`src/rtl/uart_rx_core.sv`:
```
// uart_rx_core - UART receiver with 16x oversampling.
//
// Frame format: 1 start bit, DATA_BITS data bits (LSB first), 1 even-parity bit,
// and STOP_BITS stop bits. The serial line is sampled in the middle of each bit.
// Each received byte is presented with its error flags over a valid/ack handshake.
//
// Ports:
//   clk        system clock, all logic on posedge
//   rst        synchronous active-high reset
//   rx         asynchronous serial input, idle high
//   tick_rx    one-clock pulse at OVERSAMPLE x baud rate
//   rx_ack     consumer accepts rx_data (only honoured while rx_valid=1)
//   rx_data    last received byte
//   rx_valid   byte available, held until acknowledged
//   parity_err parity mismatch for the byte in rx_data
//   frame_err  a stop bit of that frame was sampled low
//   overrun    a frame completed while the previous byte was unacknowledged
//   rx_busy    receiver is not idle
module uart_rx_core #(
  parameter int OVERSAMPLE = 16,
  parameter int DATA_BITS  = 8,
  parameter int STOP_BITS  = 2
) (
  input  logic                 clk,
  input  logic                 rst,
  input  logic                 rx,
  input  logic                 tick_rx,
  input  logic                 rx_ack,
  output logic [DATA_BITS-1:0] rx_data,
  output logic                 rx_valid,
  output logic                 parity_err,
  output logic                 frame_err,
  output logic                 overrun,
  output logic                 rx_busy
);

  localparam int CW = $clog2(OVERSAMPLE);
  localparam int BW = $clog2(DATA_BITS + 1);
  localparam int SW = $clog2(STOP_BITS + 1);

  localparam logic [CW-1:0] CNT_MID   = CW'(OVERSAMPLE / 2 - 1);
  localparam logic [CW-1:0] CNT_END   = CW'(OVERSAMPLE - 1);
  localparam logic [BW-1:0] LAST_BIT  = BW'(DATA_BITS - 1);
  localparam logic [SW-1:0] LAST_STOP = SW'(STOP_BITS - 1);

  typedef enum logic [2:0] {
    IDLE   = 3'd0,
    START  = 3'd1,
    DATA   = 3'd2,
    PARITY = 3'd3,
    STOP   = 3'd4
  } state_t;

  state_t                 state;
  logic [CW-1:0]          cnt;
  logic [BW-1:0]          bit_idx;
  logic [SW-1:0]          stop_idx;
  logic [DATA_BITS-1:0]   shift;
  logic                   perr_n;
  logic                   ferr_n;
  logic                   rx_meta;
  logic                   rx_s;
  logic                   frame_done;

  // Even parity over the data bits.
  function automatic logic even_parity(input logic [DATA_BITS-1:0] d);
    even_parity = ^d;
  endfunction

  // Final stop-bit sample of a frame: the byte is delivered on this clock.
  assign frame_done = tick_rx && (state == STOP) && (cnt == CNT_END) && (stop_idx == LAST_STOP);

  // Two-flop synchroniser for the asynchronous serial line; resets to the idle level.
  always_ff @(posedge clk) begin
    if (rst) begin
      rx_meta <= 1'b1;
      rx_s    <= 1'b1;
    end else begin
      rx_meta <= rx;
      rx_s    <= rx_meta;
    end
  end

  // Receive FSM, bit counters and output handshake.
  always_ff @(posedge clk) begin
    if (rst) begin
      state      <= IDLE;
      cnt        <= '0;
      bit_idx    <= '0;
      stop_idx   <= '0;
      shift      <= '0;
      perr_n     <= 1'b0;
      ferr_n     <= 1'b0;
      rx_data    <= '0;
      rx_valid   <= 1'b0;
      parity_err <= 1'b0;
      frame_err  <= 1'b0;
      overrun    <= 1'b0;
      rx_busy    <= 1'b0;
    end else begin
      // A new frame always overwrites the old byte; overrun flags that it was never taken.
      if (frame_done) begin
        rx_data    <= shift;
        parity_err <= perr_n;
        frame_err  <= ferr_n | ~rx_s;
        rx_valid   <= 1'b1;
        overrun    <= rx_valid & ~rx_ack;
      end else if (rx_ack && rx_valid) begin
        rx_valid <= 1'b0;
        overrun  <= 1'b0;
      end

      // Everything below advances only on oversampling ticks.
      if (tick_rx) begin
        case (state)
          IDLE: begin
            if (!rx_s) begin
              state   <= START;
              cnt     <= '0;
              rx_busy <= 1'b1;
            end
          end
          START: begin
            if (cnt == CNT_MID) begin
              if (rx_s) begin
                // Glitch: line back high by mid start bit.
                state   <= IDLE;
                rx_busy <= 1'b0;
              end else begin
                // From here on, cnt wraps at the middle of each following bit.
                state   <= DATA;
                cnt     <= '0;
                bit_idx <= '0;
                ferr_n  <= 1'b0;
              end
            end else begin
              cnt <= cnt + 1'b1;
            end
          end
          DATA: begin
            if (cnt == CNT_END) begin
              // Right shift: the first (LSB) bit ends up in shift[0] after all samples.
              shift   <= {rx_s, shift[DATA_BITS-1:1]};
              cnt     <= '0;
              bit_idx <= bit_idx + 1'b1;
              if (bit_idx == LAST_BIT) begin
                state <= PARITY;
              end
            end else begin
              cnt <= cnt + 1'b1;
            end
          end
          PARITY: begin
            if (cnt == CNT_END) begin
              perr_n   <= rx_s ^ even_parity(shift);
              state    <= STOP;
              stop_idx <= '0;
              cnt      <= '0;
            end else begin
              cnt <= cnt + 1'b1;
            end
          end
          STOP: begin
            if (cnt == CNT_END) begin
              cnt <= '0;
              if (stop_idx == LAST_STOP) begin
                // Deliver happens above; return to IDLE without waiting for the bit end.
                state   <= IDLE;
                rx_busy <= 1'b0;
              end else begin
                ferr_n   <= ferr_n | ~rx_s;
                stop_idx <= stop_idx + 1'b1;
              end
            end else begin
              cnt <= cnt + 1'b1;
            end
          end
          default: begin
            state   <= IDLE;
            rx_busy <= 1'b0;
          end
        endcase
      end
    end
  end

endmodule

```
`config.mk`:
```
export PLATFORM = sky130hd
export DESIGN_NAME = uart_rx_core
export DESIGN_NICKNAME = d
export VERILOG_FILES = /design/src/rtl/uart_rx_core.sv
export SDC_FILE = /design/constraint.sdc
export NUM_CORES = 1
export LEC_CHECK = 0
export ABC_AREA = 1
export ABC_CLOCK_PERIOD_IN_PS = 1900
export CORE_ASPECT_RATIO = 2
export CORE_MARGIN = 3
export CORE_UTILIZATION = 55
export DETAILED_ROUTE_END_ITERATION = 6
export HOLD_SLACK_MARGIN = 0.15
export PLACE_DENSITY = 0.77
export SLEW_MARGIN = 0
export SYNTH_ARGS = -nofsm -noshare
export SYNTH_HDL_FRONTEND = slang
export SYNTH_SLANG_ARGS = --single-unit
```
`constraint.sdc`:
```
create_clock -name clk -period 1.9 [get_ports clk]
set_input_delay 0.19 -clock clk [delete_from_list [all_inputs] [get_ports clk]]
set_output_delay 0.19 -clock clk [all_outputs]
set_load 0.05 [all_outputs]
```
=== After elaboration in Yosys (flattened, before gate mapping) ===
Cells that the tools add are included.

* Bits in registers: 38
* Input port bits: 5
* Word-level logic and storage cells: 98

* Add/sub/neg operators: 3
* Equal/unequal tests: 18
* Muxes and demuxes: 35
* Bitwise gates (word level): 6
* Reduce and logical (&&, ||, !) cells: 21

{| class="wikitable"
|+ Operators by type and width
! cell !! number
|-
| 4-bit 2-to-1 mux || 6
|-
| 3-bit 2-to-1 mux || 7
|-
| 2-bit inequality test (second input constant) || 8
|-
| 3-bit one-hot mux with 5 select lines || 1
|-
| 1-bit 2-to-1 mux || 12
|-
| 4-bit one-hot mux with 3 select lines || 1
|-
| 5-bit AND reduction || 2
|-
| 4-bit by 1-bit adder with 4-bit output (second input constant) || 2
|-
| 4-bit by 3-bit equality test with 1-bit output (second input constant) || 2
|-
| 2-bit 2-to-1 mux || 4
|-
| 4-bit one-hot mux with 2 select lines || 1
|-
| 8-bit AND reduction || 1
|-
| 2-bit nonzero test || 4
|-
| 8-bit XOR reduction || 1
|-
| 7-bit AND reduction || 1
|-
| 3-bit by 2-bit equality test with 1-bit output (second input constant) || 2
|-
| 3-bit AND reduction || 2
|-
| 6-bit AND reduction || 1
|-
| 4-bit equality test (second input constant) || 1
|-
| 1-bit logical AND || 4
|-
| 2-bit by 1-bit inequality test with 1-bit output (second input constant) || 2
|-
| 1-bit one-hot mux with 4 select lines || 1
|-
| 2-bit one-hot mux with 2 select lines || 1
|-
| 3-bit by 1-bit equality test with 1-bit output (second input constant) || 1
|-
| other kinds (13) || 15
|}

=== Logic depth before layout (Yosys ltp) ===
* Depth after elaboration: 5
* Mapped depth: 11
* Depth with buffers taken out: 11

=== Worst setup path before layout ===
OpenSTA, ideal clock, no wires.

* Kind: register to register
* From: register cnt[1]
* To: register stop_idx[0]
* Data arrival time: 1.366 ns
* Required time: 1.787 ns
* Path slack: 0.421 ns
* Cell stages (with the launch flop): 11
* Period minus slack after synthesis: 1.479 ns
* Cells stage by stage: dfxtp_1 -> ha_1 -> nand2_2 -> nor2_2 -> inv_2 -> nand2_1 -> nand3_1 -> a21oi_1 -> nand2_1 -> nand2_1 -> nor2_1

* Cells in the longest elaborated chain, start to end: 3

{| class="wikitable"
|+ Ends and longest elaborated chain
! item !! RTL line !! RTL
|-
| start: declaration || 55 || <nowiki>logic [CW-1:0] cnt;</nowiki>
|-
| start signal: assignment || 137 || <nowiki>cnt <= cnt + 1'b1;</nowiki>
|-
| start signal: assignment || 150 || <nowiki>cnt <= cnt + 1'b1;</nowiki>
|-
| start signal: assignment || 160 || <nowiki>cnt <= cnt + 1'b1;</nowiki>
|-
| 4-bit equality test (*) || 154, 164 ||
|-
| 2-bit inequality test (no line) or 2-bit by 1-bit inequality test with 1-bit output (tied branches) || -- ||
|-
| 5-bit AND reduction (no line) (*) || -- ||
|-
| end signal: assignment || 172 || <nowiki>stop_idx <= stop_idx + 1'b1;</nowiki>
|-
| end: declaration || 57 || <nowiki>logic [SW-1:0] stop_idx;</nowiki>
|}

Every way passes the cells marked *; elsewhere a longest branch is shown, timed or not.
A chain may end at the register's enable or synchronous reset.

=== Worst setup path after layout ===
* From: register cnt[0]
* To: register frame_err

* Cells in the longest elaborated chain, start to end: 3

{| class="wikitable"
|+ Ends and longest elaborated chain
! item !! RTL line !! RTL
|-
| 4-bit equality test || 71 || <nowiki>assign frame_done = tick_rx && (state == STOP) && (cnt == CNT_END) && (stop_idx == LAST_STOP);</nowiki>
|-
| 1-bit logical AND (2 in series) || 71 ||
|-
| end signal: assignment || 105 || <nowiki>frame_err <= ferr_n | ~rx_s;</nowiki>
|-
| end: declaration || 32 || <nowiki>output logic frame_err,</nowiki>
|}

Every way passes these cells.

==> qor.csv <==
metric;value;unit
status;finished clean;
number of buffers and inverters on the critical path;1;
critical path required time;2.12;ns
htree depth;2;
clk_skew;0.00624;ns
antenna violations before repair;0;
WP data arrival;1.94;ns
vias in the first global route;1725;
antenna diode count;0;
largest area contributor in the netlist;dfxtp_1;
RSZ-0062 raised after global routing;false;
cell family with most CP delay;simple AND/OR/NAND/NOR gates;
CP peak stage delay;0.39;ns
Slew headroom;55.9;%
first-pass GRT wire length;7320;um
cts repair resizes;0;
largest net degree at the start of global routing;24;
drt wl/cell;12.0;um
Post-route DRC;0;
Num CTS Buffers;5;
gp weighted congestion;0.937;
syn_area_per_cell;6.93;um^2
# IOs;18;
total grt overflow;0;
Crit. Startpoint;cnt[0];
Synth top area share;38.9;%
CTS tree;yes;
Max Fanout on Critical Path;22;
fin. max-slew vios;0;
hold buffer count at CTS;0;
worst skew pair latency;0.29;ns
Crit Path Class;reg2reg;
clk slew on worst S/H paths;0.07;ns
chip width;48.2;um
vias post-DR;1826;
CP most frequent cell;nor2_2;
post-CTS setup buffer count;0;
Min Hold Slack;0.419;ns
Buffers on Ports;17;
endpoint class of the critical path;register;
TritonRoute pass-1 iters;4;
cell count of the worst reg-to-reg path;8;
worst r2r dst;frame_err;
Post-DRT Antenna Nets;0;
CTS sink count;38;
Lkg Pwr;0.920;nW
core outline area;0.00342;mm^2
yosys synthesis warning count;0;
Area Growth Syn to Fin;16.1;%
clk buf depth;2;
die height;90.3;um
Cell Chain, Critical Path;ha_1, nand2_2, nor2_2, nand2_1, nor2_2, buf_4, o21ai_1, a21oi_1;
Mapped Cells;282;
Mapped Area;0.00195;mm^2
Via density;5.20;
hold depth;1;
Layout Nets;310;
placed wire-length estimate;3200;um
GRT Resource Usage Total;22.6;%
Levels on crit path;8;
VDD IR max;0.000763;V
Initial Util;57.2;%
Worst setup SP type;register;
path category of the worst min-delay check;reg2reg;
row count;30;
Die ar.;0.00435;mm^2
syn nets;290;
PwrDens;648;mW/mm^2
RR Startpoint;cnt[0];
reg-to-reg setup timing slack;0.19;ns
setup TNS;0;ns
Fin. Hold Viols;0;
crit share post-route;90.2;%
clk root buf;clkbuf_8;
drt total wl;4220;um
CP endpoint;frame_err;
Slowest-stage cell, CP;dfxtp_1;
max cap viols;0;
FF+latch count, synth;38;
post-synthesis sequential area ratio;38.9;%
Fmax;583;MHz
final setup violation count;0;
dominant cells by area after synthesis;dfxtp_1 (39%), nand2_1 (14%), a21oi_1 (9.0%);
share of post-route cells with drive strength above 1;11.6;%
distinct cell type count after synthesis;32;
initial drt markers;35;
Worst Tran Pin Value;0.661;ns
minimum clock period;1.71;ns
-- routing by layer --
layer  vias up  part of all wire (%)  track usage [%]
li1        954                     -                -
met1       835                    37             24.6
met2        27                    58             38.1
met3        10                   2.4             4.99
met4         0                   2.0             10.3
met5         -                     0                0
-- cell usage in the layout (no fill, tap or decap), types with 2 or more instances in the layout --
cell             synthesis  final
nor2_2                   5      5
nand3_1                 17     17
nor2_1                  19     19
nand2_2                  2      2
nor3b_1                  2      2
or2_2                    2      2
nand2_1                 72     72
nor2_4                   3      3
xor2_1                   2      2
nor3_1                   3      3
clkdlybuf4s50_1          0     17
o21ai_0                 10     10
o21ai_1                 14     14
inv_2                    6      6
dfxtp_1                 38     38
nand4_1                  2      2
nand3_4                  2      2
inv_1                   28     28
buf_4                    1      3
a21oi_1                 35     35
ha_1                     3      3
clkbuf_8                 0      6
-- worst min-delay path by stage --
stage                     startpoint       to  slack, ns
after global placement       rx_meta     rx_s       0.40
after global routing         rx_meta     rx_s       0.44
after CTS                    rx_meta     rx_s       0.42
final                        rx_meta     rx_s       0.42
after floorplan                  rst  overrun       0.27
after detailed placement     rx_meta     rx_s       0.40
-- where the power goes --
group | total, mW | switching [mW] | leakage [nW] | internal, mW
Sequential | 0.810 | 0.00821 | 0.307 | 0.802
Combinational | 0.0852 | 0.0537 | 0.566 | 0.0315
Clock | 0.576 | 0.285 | 0.0472 | 0.292
-- registers in the layout (all words and copies together), names as in the netlist --
signal	cells
ferr_n	1
cnt	4
rx_valid	1
overrun	1
parity_err	1
frame_err	1
bit_idx	4
state	3
shift	8
rx_s	1
rx_busy	1
perr_n	1
rx_data	8
stop_idx	2
rx_meta	1
-- cells in the mapped netlist (all sizes together) --
master and number:
a211oi 1, a21oi 35, a22oi 1, a31o 1
buf 3, clkbuf 4, dfxtp 38, ha 3
inv 34, nand2 75, nand3 19, nand4 2
nor2 27, nor3 4, nor3b 2, o211ai 1
o21ai 25, or2 4, xnor2 1, xor2 2
-- stage by stage --
stage | instance area, um^2 | utilization, % | std cells | total power, mW | setup slack, ns
6_report | 2270 | 66.4 | 351 | 1.47 | 0.185
5_1_grt | 2270 | 66.4 | 351 | 1.53 | 0.0252
4_1_cts | 2270 | 66.4 | 351 | 1.50 | 0.180
3_5_place_dp | 2170 | 63.7 | 343 | 0.914 | 0.191
3_3_place_gp | 2170 | 63.7 | 343 | 0.914 | 0.229
2_1_floorplan | 1950 | - | 282 | 0.885 | 0.421
-- worst register-to-register path, delay by kind of cell, from the launching register on --
| family | cells | cell delay, ns |
|---|---|---|
| and+or+nand+nor | 4 | 0.54 |
| adders and majority gates | 1 | 0.21 |
| DFF | 1 | 0.39 |
| buffers and inverters | 1 | 0.25 |
| AOI/OAI and AO/OA | 2 | 0.26 |
-- cell families (layout without fill, tap and decap cells) --
kind of cell               count (synthesis)  in the layout  share of synthesized area, %
adders and majority gates                  3              3                          1.92
AOI/OAI and AO/OA                         64             64                          17.2
buffers and inverters                     41             62                          8.19
and+or+nand+nor                          133            133                          32.5
DFF                                       38             38                          38.9
xor gates and xnor gates                   3              3                          1.34
-- final cells by class --
cell class / count / area, um^2
Timing Repair Buffer: 20 / 193
Clock inverter: 2 / 12.5
Sequential cell: 38 / 761
Clock buffer: 6 / 82.6
Inverter: 34 / 128
Tap cell: 48 / 60.1
Multi-Input combinational cell: 203 / 1030
Fill cell: 332 / 1150
(Power assumes the default switching activity.)
